`src/rtl/pc_sequencer.sv`:
```
// pc_sequencer: program counter, jump-target LUT and run control for the
// 9-bit-instruction core. Handles the start/done handshake, data-memory
// stalls, halt detection and cycle/stall counting.
//
// state | meaning
// IDLE  | after reset; LUT writable, waiting for start
// RUN   | executing; pc advances on every commit
// DONE  | halted; done held, LUT writable, waiting for start
module pc_sequencer #(
    parameter int             PC_W    = 10,
    parameter logic [8:0]     HALT_OP = 9'h1FF,
    parameter int             CNT_W   = 16
) (
    input  logic              clk,
    input  logic              reset,
    input  logic              start,
    input  logic [PC_W-1:0]   prog_base,
    input  logic [8:0]        instr,
    input  logic              pc_jmp_en,
    input  logic              pc_jmp_abs,
    input  logic [3:0]        lut_ptr,
    input  logic              mem_access,
    input  logic              mem_ready,
    input  logic              lut_wr_en,
    input  logic [3:0]        lut_wr_addr,
    input  logic [PC_W-1:0]   lut_wr_data,
    output logic [PC_W-1:0]   pc,
    output logic              commit,
    output logic              busy,
    output logic              done,
    output logic [CNT_W-1:0]  cycle_cnt,
    output logic [CNT_W-1:0]  stall_cnt
);

    typedef enum logic [1:0] {
        ST_IDLE = 2'd0,
        ST_RUN  = 2'd1,
        ST_DONE = 2'd2
    } state_t;

    state_t             state_q, state_d;
    logic [PC_W-1:0]    pc_q, pc_d;
    logic               done_q, done_d;
    logic [CNT_W-1:0]   cycle_cnt_q, cycle_cnt_d;
    logic [CNT_W-1:0]   stall_cnt_q, stall_cnt_d;
    logic [PC_W-1:0]    lut_q [16];
    logic [PC_W-1:0]    lut_d [16];

    logic               run;
    logic               halt;
    logic               stall;
    logic [PC_W-1:0]    lut_rd;

    // Per-cycle run decode; halt outranks stall and jump, reset suppresses retire.
    always_comb begin
        run    = (state_q == ST_RUN);
        halt   = run && (instr == HALT_OP);
        stall  = run && mem_access && !mem_ready && !halt;
        commit = run && !halt && !stall && !reset;
        lut_rd = lut_q[lut_ptr];
    end

    // Next-state, pc, counter and LUT update.
    always_comb begin
        state_d     = state_q;
        pc_d        = pc_q;
        done_d      = done_q;
        cycle_cnt_d = cycle_cnt_q;
        stall_cnt_d = stall_cnt_q;
        lut_d       = lut_q;
        case (state_q)
            ST_IDLE, ST_DONE: begin
                if (lut_wr_en) begin
                    lut_d[lut_wr_addr] = lut_wr_data;
                end
                if (start) begin
                    state_d     = ST_RUN;
                    pc_d        = prog_base;
                    done_d      = 1'b0;
                    cycle_cnt_d = '0;
                    stall_cnt_d = '0;
                end
            end
            ST_RUN: begin
                if (cycle_cnt_q != {CNT_W{1'b1}}) begin
                    cycle_cnt_d = cycle_cnt_q + CNT_W'(1);
                end
                if (halt) begin
                    state_d = ST_DONE;
                    done_d  = 1'b1;
                end else if (stall) begin
                    if (stall_cnt_q != {CNT_W{1'b1}}) begin
                        stall_cnt_d = stall_cnt_q + CNT_W'(1);
                    end
                end else if (pc_jmp_en && pc_jmp_abs) begin
                    pc_d = lut_rd;
                end else if (pc_jmp_en) begin
                    // Two's-complement add: unsigned modulo sum equals signed offset.
                    pc_d = pc_q + lut_rd;
                end else begin
                    pc_d = pc_q + PC_W'(1);
                end
            end
            default: state_d = ST_IDLE;
        endcase
    end

    // State registers with synchronous reset.
    always_ff @(posedge clk) begin
        if (reset) begin
            state_q     <= ST_IDLE;
            pc_q        <= '0;
            done_q      <= 1'b0;
            cycle_cnt_q <= '0;
            stall_cnt_q <= '0;
            for (int i = 0; i < 16; i++) begin
                lut_q[i] <= '0;
            end
        end else begin
            state_q     <= state_d;
            pc_q        <= pc_d;
            done_q      <= done_d;
            cycle_cnt_q <= cycle_cnt_d;
            stall_cnt_q <= stall_cnt_d;
            lut_q       <= lut_d;
        end
    end

    // Output drive.
    always_comb begin
        pc        = pc_q;
        busy      = run;
        done      = done_q;
        cycle_cnt = cycle_cnt_q;
        stall_cnt = stall_cnt_q;
    end

endmodule

```
`config.mk`:
```
export PLATFORM = sky130hd
export DESIGN_NAME = pc_sequencer
export DESIGN_NICKNAME = d
export VERILOG_FILES = /design/src/rtl/pc_sequencer.sv
export SDC_FILE = /design/constraint.sdc
export NUM_CORES = 1
export LEC_CHECK = 0
export ABC_AREA = 1
export ABC_CLOCK_PERIOD_IN_PS = 4400
export CAP_MARGIN = 20
export CORE_MARGIN = 2
export CORE_UTILIZATION = 40
export CTS_CLUSTER_SIZE = 25
export DETAILED_ROUTE_END_ITERATION = 16
export GPL_TIMING_DRIVEN = 0
export HOLD_SLACK_MARGIN = 0.03
export REMOVE_ABC_BUFFERS = 1
export SYNTH_ARGS = -nofsm -noshare
export SYNTH_HDL_FRONTEND = slang
export SYNTH_SLANG_ARGS = --single-unit
```
`constraint.sdc`:
```
create_clock -name clk -period 4.4 [get_ports clk]
set_input_delay 0.88 -clock clk [delete_from_list [all_inputs] [get_ports clk]]
set_output_delay 0.88 -clock clk [all_outputs]
set_load 0.1 [all_outputs]
```
=== Word-level counts from Yosys, hierarchy flattened ===
Index checks and enable logic that the tools add are counted.

* Div/mod/pow operators: 0
* Reductions and logical operators: 22
* Bitwise operators: 2
* Equal/unequal tests: 12
* Shifts and indexed selects: 0
* Multipliers: 0
* Mux-type cells: 25
* Add/subtract/negate cells: 4
* Magnitude comparators: 3

{| class="wikitable"
|+ Operators by type and width
! operator !! number
|-
| $bwmux W160 || 1
|-
| $mux W10 || 8
|-
| $mux W16 || 5
|-
| $pmux W16 S2 || 2
|-
| $bmux W10 S4 || 1
|-
| $demux W10 S4 || 1
|-
| $add A16 B1 Y16 const B || 2
|-
| $ne A16 B16 Y1 const B || 2
|-
| $pmux W10 S2 || 1
|-
| $add A10 B1 Y10 const B || 1
|-
| $add A10 B10 Y10 || 1
|-
| $ge A5 B5 Y1 const B || 2
|-
| $not A4 Y5 || 2
|-
| $eq A9 B9 Y1 const B || 1
|-
| $logic_and A1 B1 Y1 || 9
|-
| $ne A2 B1 Y1 const B || 4
|-
| $ne A2 B2 Y1 const B || 3
|-
| $reduce_and A3 Y1 || 2
|-
| $lt A5 B1 Y1 const B || 1
|-
| $reduce_and A5 Y1 || 1
|-
| $logic_not A1 Y1 || 4
|-
| $mux W2 || 2
|-
| $pmux W2 S2 || 1
|-
| $reduce_and A2 Y1 || 2
|-
| other kinds (8) || 9
|}

* Memories kept: 0
* Flip-flop bits (word level): 205
* Output and inout bits: 45
* Latch bits: 0
* Bits in read-only memories: 0
* RAM bits: 0

=== Depth between registers and ports, before layout ===
* Depth in word-level cells: 10
* Gate-level depth with buffers: 22
* Gate-level depth less buffers: 19

=== Worst setup path before layout ===
No wires, ideal clock.

* Kind: input to output
* Start: input instr[5]
* End: output commit
* Required time: 3.520 ns
* Stages on the path: 6
* Buffers on the path: 0
* Arrival: 3.307 ns
* Slack: 0.213 ns
* Cell sequence: nand2_1 nor2_1 nand4_1 nand2_2 nor3_4 nor3_1

* Word-level cells in the longest chain between the ends: 7
* Elaborated cells on any way between the ends: 8

{| class="wikitable"
|+ Ends and longest elaborated chain
! what !! line !! text
|-
| from (decl) || 18 || <nowiki>input logic [8:0] instr,</nowiki>
|-
| $eq A9 B9 Y1 * || 57 || <nowiki>halt = run && (instr == HALT_OP);</nowiki>
|-
| $logic_and A1 B1 Y1 * || 57 ||
|-
| $logic_not A1 Y1 * || 58, 59 ||
|-
| $logic_and A1 B1 Y1 || 58 || <nowiki>stall = run && mem_access && !mem_ready && !halt;</nowiki>
|-
| $logic_not A1 Y1 || 59 || <nowiki>commit = run && !halt && !stall && !reset;</nowiki>
|-
| $logic_and A1 B1 Y1 * (2 in series) || 59 ||
|-
| to (decl) || 28 || <nowiki>output logic commit,</nowiki>
|}

Every way passes the cells marked *; elsewhere a longest branch is shown, timed or not.

=== Worst setup path after layout ===
* Start: register state_q[0]
* End: output commit

* Word-level cells in the longest chain between the ends: 7
* Elaborated cells on any way between the ends: 10

{| class="wikitable"
|+ Ends and longest elaborated chain
! what !! line !! text
|-
| from (decl) || 41 || <nowiki>state_t state_q, state_d;</nowiki>
|-
| from (signal assigned) || 120 || <nowiki>state_q <= state_d;</nowiki>
|-
| $eq A2 B1 Y1 * || 56 || <nowiki>run = (state_q == ST_RUN);</nowiki>
|-
| $logic_and A1 B1 Y1, on equally long branches || 58, 57 ||
|-
| $logic_and A1 B1 Y1 or $logic_not A1 Y1 (tied branches) || 58, 59 ||
|-
| $logic_and A1 B1 Y1 || 58 ||
|-
| $logic_not A1 Y1 || 59 ||
|-
| $logic_and A1 B1 Y1 * (2 in series) || 59 ||
|}

Marked as above.

==> impl_metrics.csv <==
group,metric,value,unit
floorplan,die-width,161.7,um
synthesis,synth_simple_gate_area_frac,0.2152,
timing,worst_slack,0.3640,ns
synthesis,syn_inst,1430,
floorplan,dieArea,26140,um2
timing,finalSetupViolations,0,
flow_run,cap_violations,0,
worst_setup_path,path_class,"flop to output pin",
worst_setup_path,ff2ff_path_depth,10,
clock_tree,clk_path_buf_depth,3,
synthesis,synth_fa_ha_area_frac,0.01585,
synthesis,yosysTopAreaCellShare,0.4126,
final_layout,stdcell_count,1796,
timing,rsz0062_at_grt,"false",
worst_setup_path,cpPeakStageDelay,1.16,ns
clock_tree,cts_tree,"built",
worst_setup_path,slowest_stage,"clkdlybuf4s50_1",
worst_setup_path,crit_path_frequent_cell,"nand2_2",
floorplan,die_h,161.7,um
synthesis,netlist_area,9946,um2
synthesis,synthXorXnorAreaFrac,0.01409,
worst_setup_path,cp_max_fo,24,
global_routing,antenna_found_initial,0,
hold_path,hold_depth,2,
synthesis,synth_compound_area_frac,0.2446,
final_layout,multi_input_area,4871,um2
timing,fin_crit_sh,0.9173,
final_layout,num-fill-cells,2502,
synthesis,synth_top_family_by_area,"compound AO/OA/AOI/OAI gates",
timing,layout_min_cycle_time,4.036,ns
placed_design,gp_congestion,0.8572,
power_and_ir_drop,p_total,4579,uW
floorplan,ios,90,
global_routing,overflow,0,
global_routing,grtUsageTotal,0.2265,
hold_path,hold_start,"lut_q[33]",
timing,slew_violations,0,
timing,hold_violations,0,
final_layout,drive_above_1_share,0.05299,
final_layout,fin_nets,1511,
hold_path,whs_endpoint,"lut_q[33]",
floorplan,core,24390,um2
synthesis,synthFlopType,"dfxtp_1",
floorplan,rows,57,
worst_setup_path,critPathCaptureType,"output pin",
worst_setup_path,timing.rr.end,"pc[7]",
detailed_routing,via_per_inst,5.269,
global_routing,grt_pass1_vias,8635,
worst_setup_path,ff2ff_setup_slack,1.59,ns
clock_tree,hold_buffers,0,
power_and_ir_drop,p_per_area,390.8,nW/um2
power_and_ir_drop,leakagePower,0.004215,uW
detailed_routing,dr.pass1.iters,7,
outcome,status,"complete, no violations",
synthesis,synthTopCellsByArea,"dfxtp_1, a21oi_1, o21ai_0, nor2_1, nand2_1",
placed_design,hpwl,19000,um
worst_setup_path,crit_path_start_kind,"flop",
placed_design,port_buffers,89,
worst_setup_path,reg2reg_from,"state_q[0]",
final_layout,regArea,4104,um2
worst_setup_path,crit_required,3.52,ns
global_routing,grt_max_degree,103,
worst_setup_path,worstPathCellList,"nand2_2 > inv_2 > nand2_2 > nor3_1 > clkdlybuf4s50_1",
synthesis,synth.distinct_cells,44,
power_and_ir_drop,vdd_drop_max,0.2611,mV
global_routing,grt_pass1_wl,47740,um
synthesis,synth_edf_count,0,
clock_tree,root_buffer,"clkbuf_16",
timing,clock_skew,0.01794,ns
synthesis,synth_mux_area_frac,0,
synthesis,synth_top_area_cell,"dfxtp_1",
hold_path,hold_path_class,"flop to flop",
clock_tree,clk_pin_slew,0.06,ns
synthesis,yosys_warnings,0,
synthesis,async_flop_share,0,
synthesis,yosysSeqAreaShare,0.4126,
detailed_routing,drc,0,
clock_tree,numClockSinks,205,
clock_tree,worstSkewPairLatency,0.53,ns
timing,fin_tns_setup,0,ns
detailed_routing,vias,9463,
clock_tree,htreeDepth,1,
worst_setup_path,critPathArrivalTime,3.16,ns
placed_design,placed_cells,1750,
synthesis,syn_avg_cell_area,6.955,um2
final_layout,antenna_cells,0,
synthesis,synth_seq_cells,205,
placed_design,place_ws,-0.6952,ns
detailed_routing,drtIter0Drc,696,
detailed_routing,wirelength,29910,um
timing,relSlewSlack,0.2757,
floorplan,start_util,0.4078,
detailed_routing,routedWlPerCell,16.66,um
detailed_routing,drtAntennaViolNets,0,
timing,fmaxAchievable,247.8,MHz
final_layout,layout-area-overhead-vs-synth,17.83,%
clock_tree,cts-buffers-inserted,24,
timing,tightestPinTransition,1.082,ns
-- metrics by stage --
stage               utilization  hold slack, ns  cell area, um2
finish                   0.4805          0.4456           11720
global route             0.4805          0.4585           11720
CTS                      0.4793          0.4450           11690
detailed placement       0.4453          0.4357           10860
global placement         0.4422          0.4348           10790
floorplan                     -          0.4259            9489
-- routing by layer --
| metal | share of wire | GRT usage |
|---|---|---|
| met5 | 0 | 0 |
| met4 | 0.033 | 0.07643 |
| met3 | 0.046 | 0.02809 |
| met2 | 0.45 | 0.3687 |
| met1 | 0.47 | 0.3124 |
-- power breakdown --
group,total (uW),switching [uW],internal (uW)
Sequential,1920,24.8,1900
Clock,2040,791,1250
Combinational,614,435,178
Total,4580,1250,3330
-- area by class of cell --
cell class,instances,share of cell area
Tap cell,324,0.03459
Clock buffer,35,0.06171
Sequential cell,205,0.3502
Clock inverter,9,0.008328
Inverter,136,0.04442
Multi-Input combinational cell,992,0.4157
Timing Repair Buffer,94,0.08445
Timing Repair inverter,1,0.0006406
-- Yosys cell counts, types with 6 or more instances --
library cell  number
a21oi_1          220
buf_2             14
buf_6              8
clkbuf_1          70
dfxtp_1          205
ha_1              11
inv_1            123
inv_2              7
nand2_1          165
nand2_2            6
nand3_1          117
nand4_1            6
nor2_1           170
nor3_1            11
o211ai_1          11
o21ai_0          211
o21ai_1           12
o221ai_1           6
xnor2_1            6
xor2_1            10
-- placed cells by master (no fill, tap or decap), types with 3 or more instances in the layout --
cell,count
a21oi_1,220
buf_12,3
buf_2,3
clkbuf_1,4
clkbuf_16,25
clkbuf_8,6
clkdlybuf4s50_1,85
clkinv_1,4
clkinv_2,7
clkinvlp_4,3
dfxtp_1,205
ha_1,11
inv_1,121
inv_2,7
nand2_1,165
nand2_2,6
nand3_1,117
nand4_1,6
nor2_1,170
nor3_1,11
nor4_1,4
o211ai_1,11
o21ai_0,211
o21ai_1,12
o221ai_1,6
o22ai_1,3
xnor2_1,6
xor2_1,10
-- flip-flops by register name (all words and copies together), names as in the netlist --
signal	count
lut_q	160
pc	10
state_q	2
cycle_cnt	16
done	1
stall_cnt	16
-- worst max path at each step --
stage | start | to | cells past startpoint
2_1_floorplan | state_q[0] | commit | 4
3_3_place_gp | reset | stall_cnt[2] | 6
3_5_place_dp | lut_ptr[2] | pc[6] | 17
4_1_cts | lut_ptr[2] | pc[7] | 16
5_1_grt | lut_ptr[0] | pc[6] | 18
6_report | state_q[0] | commit | 5
-- what timing repair did --
action	4_1_cts	5_1_grt
endpoints found under the setup margin	4	0
hold endpoints to repair	0	0
buffers inserted	0	0
resized for setup	3	0
-- critical path, delay by kind of cell, from the launching register on --
kind	cells	cell delay [ns]
buffers and inverters	2	1.65
AND/OR/NAND/NOR	3	0.63
flip-flops	1	0.37
-- cell families (layout without fill, tap and decap cells) --
kind of cell | after synthesis | after routing
AO/OA/AOI/OAI | 471 | 471
XOR/XNOR | 16 | 16
adder cells (fa/ha/maj) | 12 | 12
buffers and inverters | 233 | 275
flip-flops | 205 | 205
AND/OR/NAND/NOR | 493 | 493
Power figures use the tool's default switching activity.
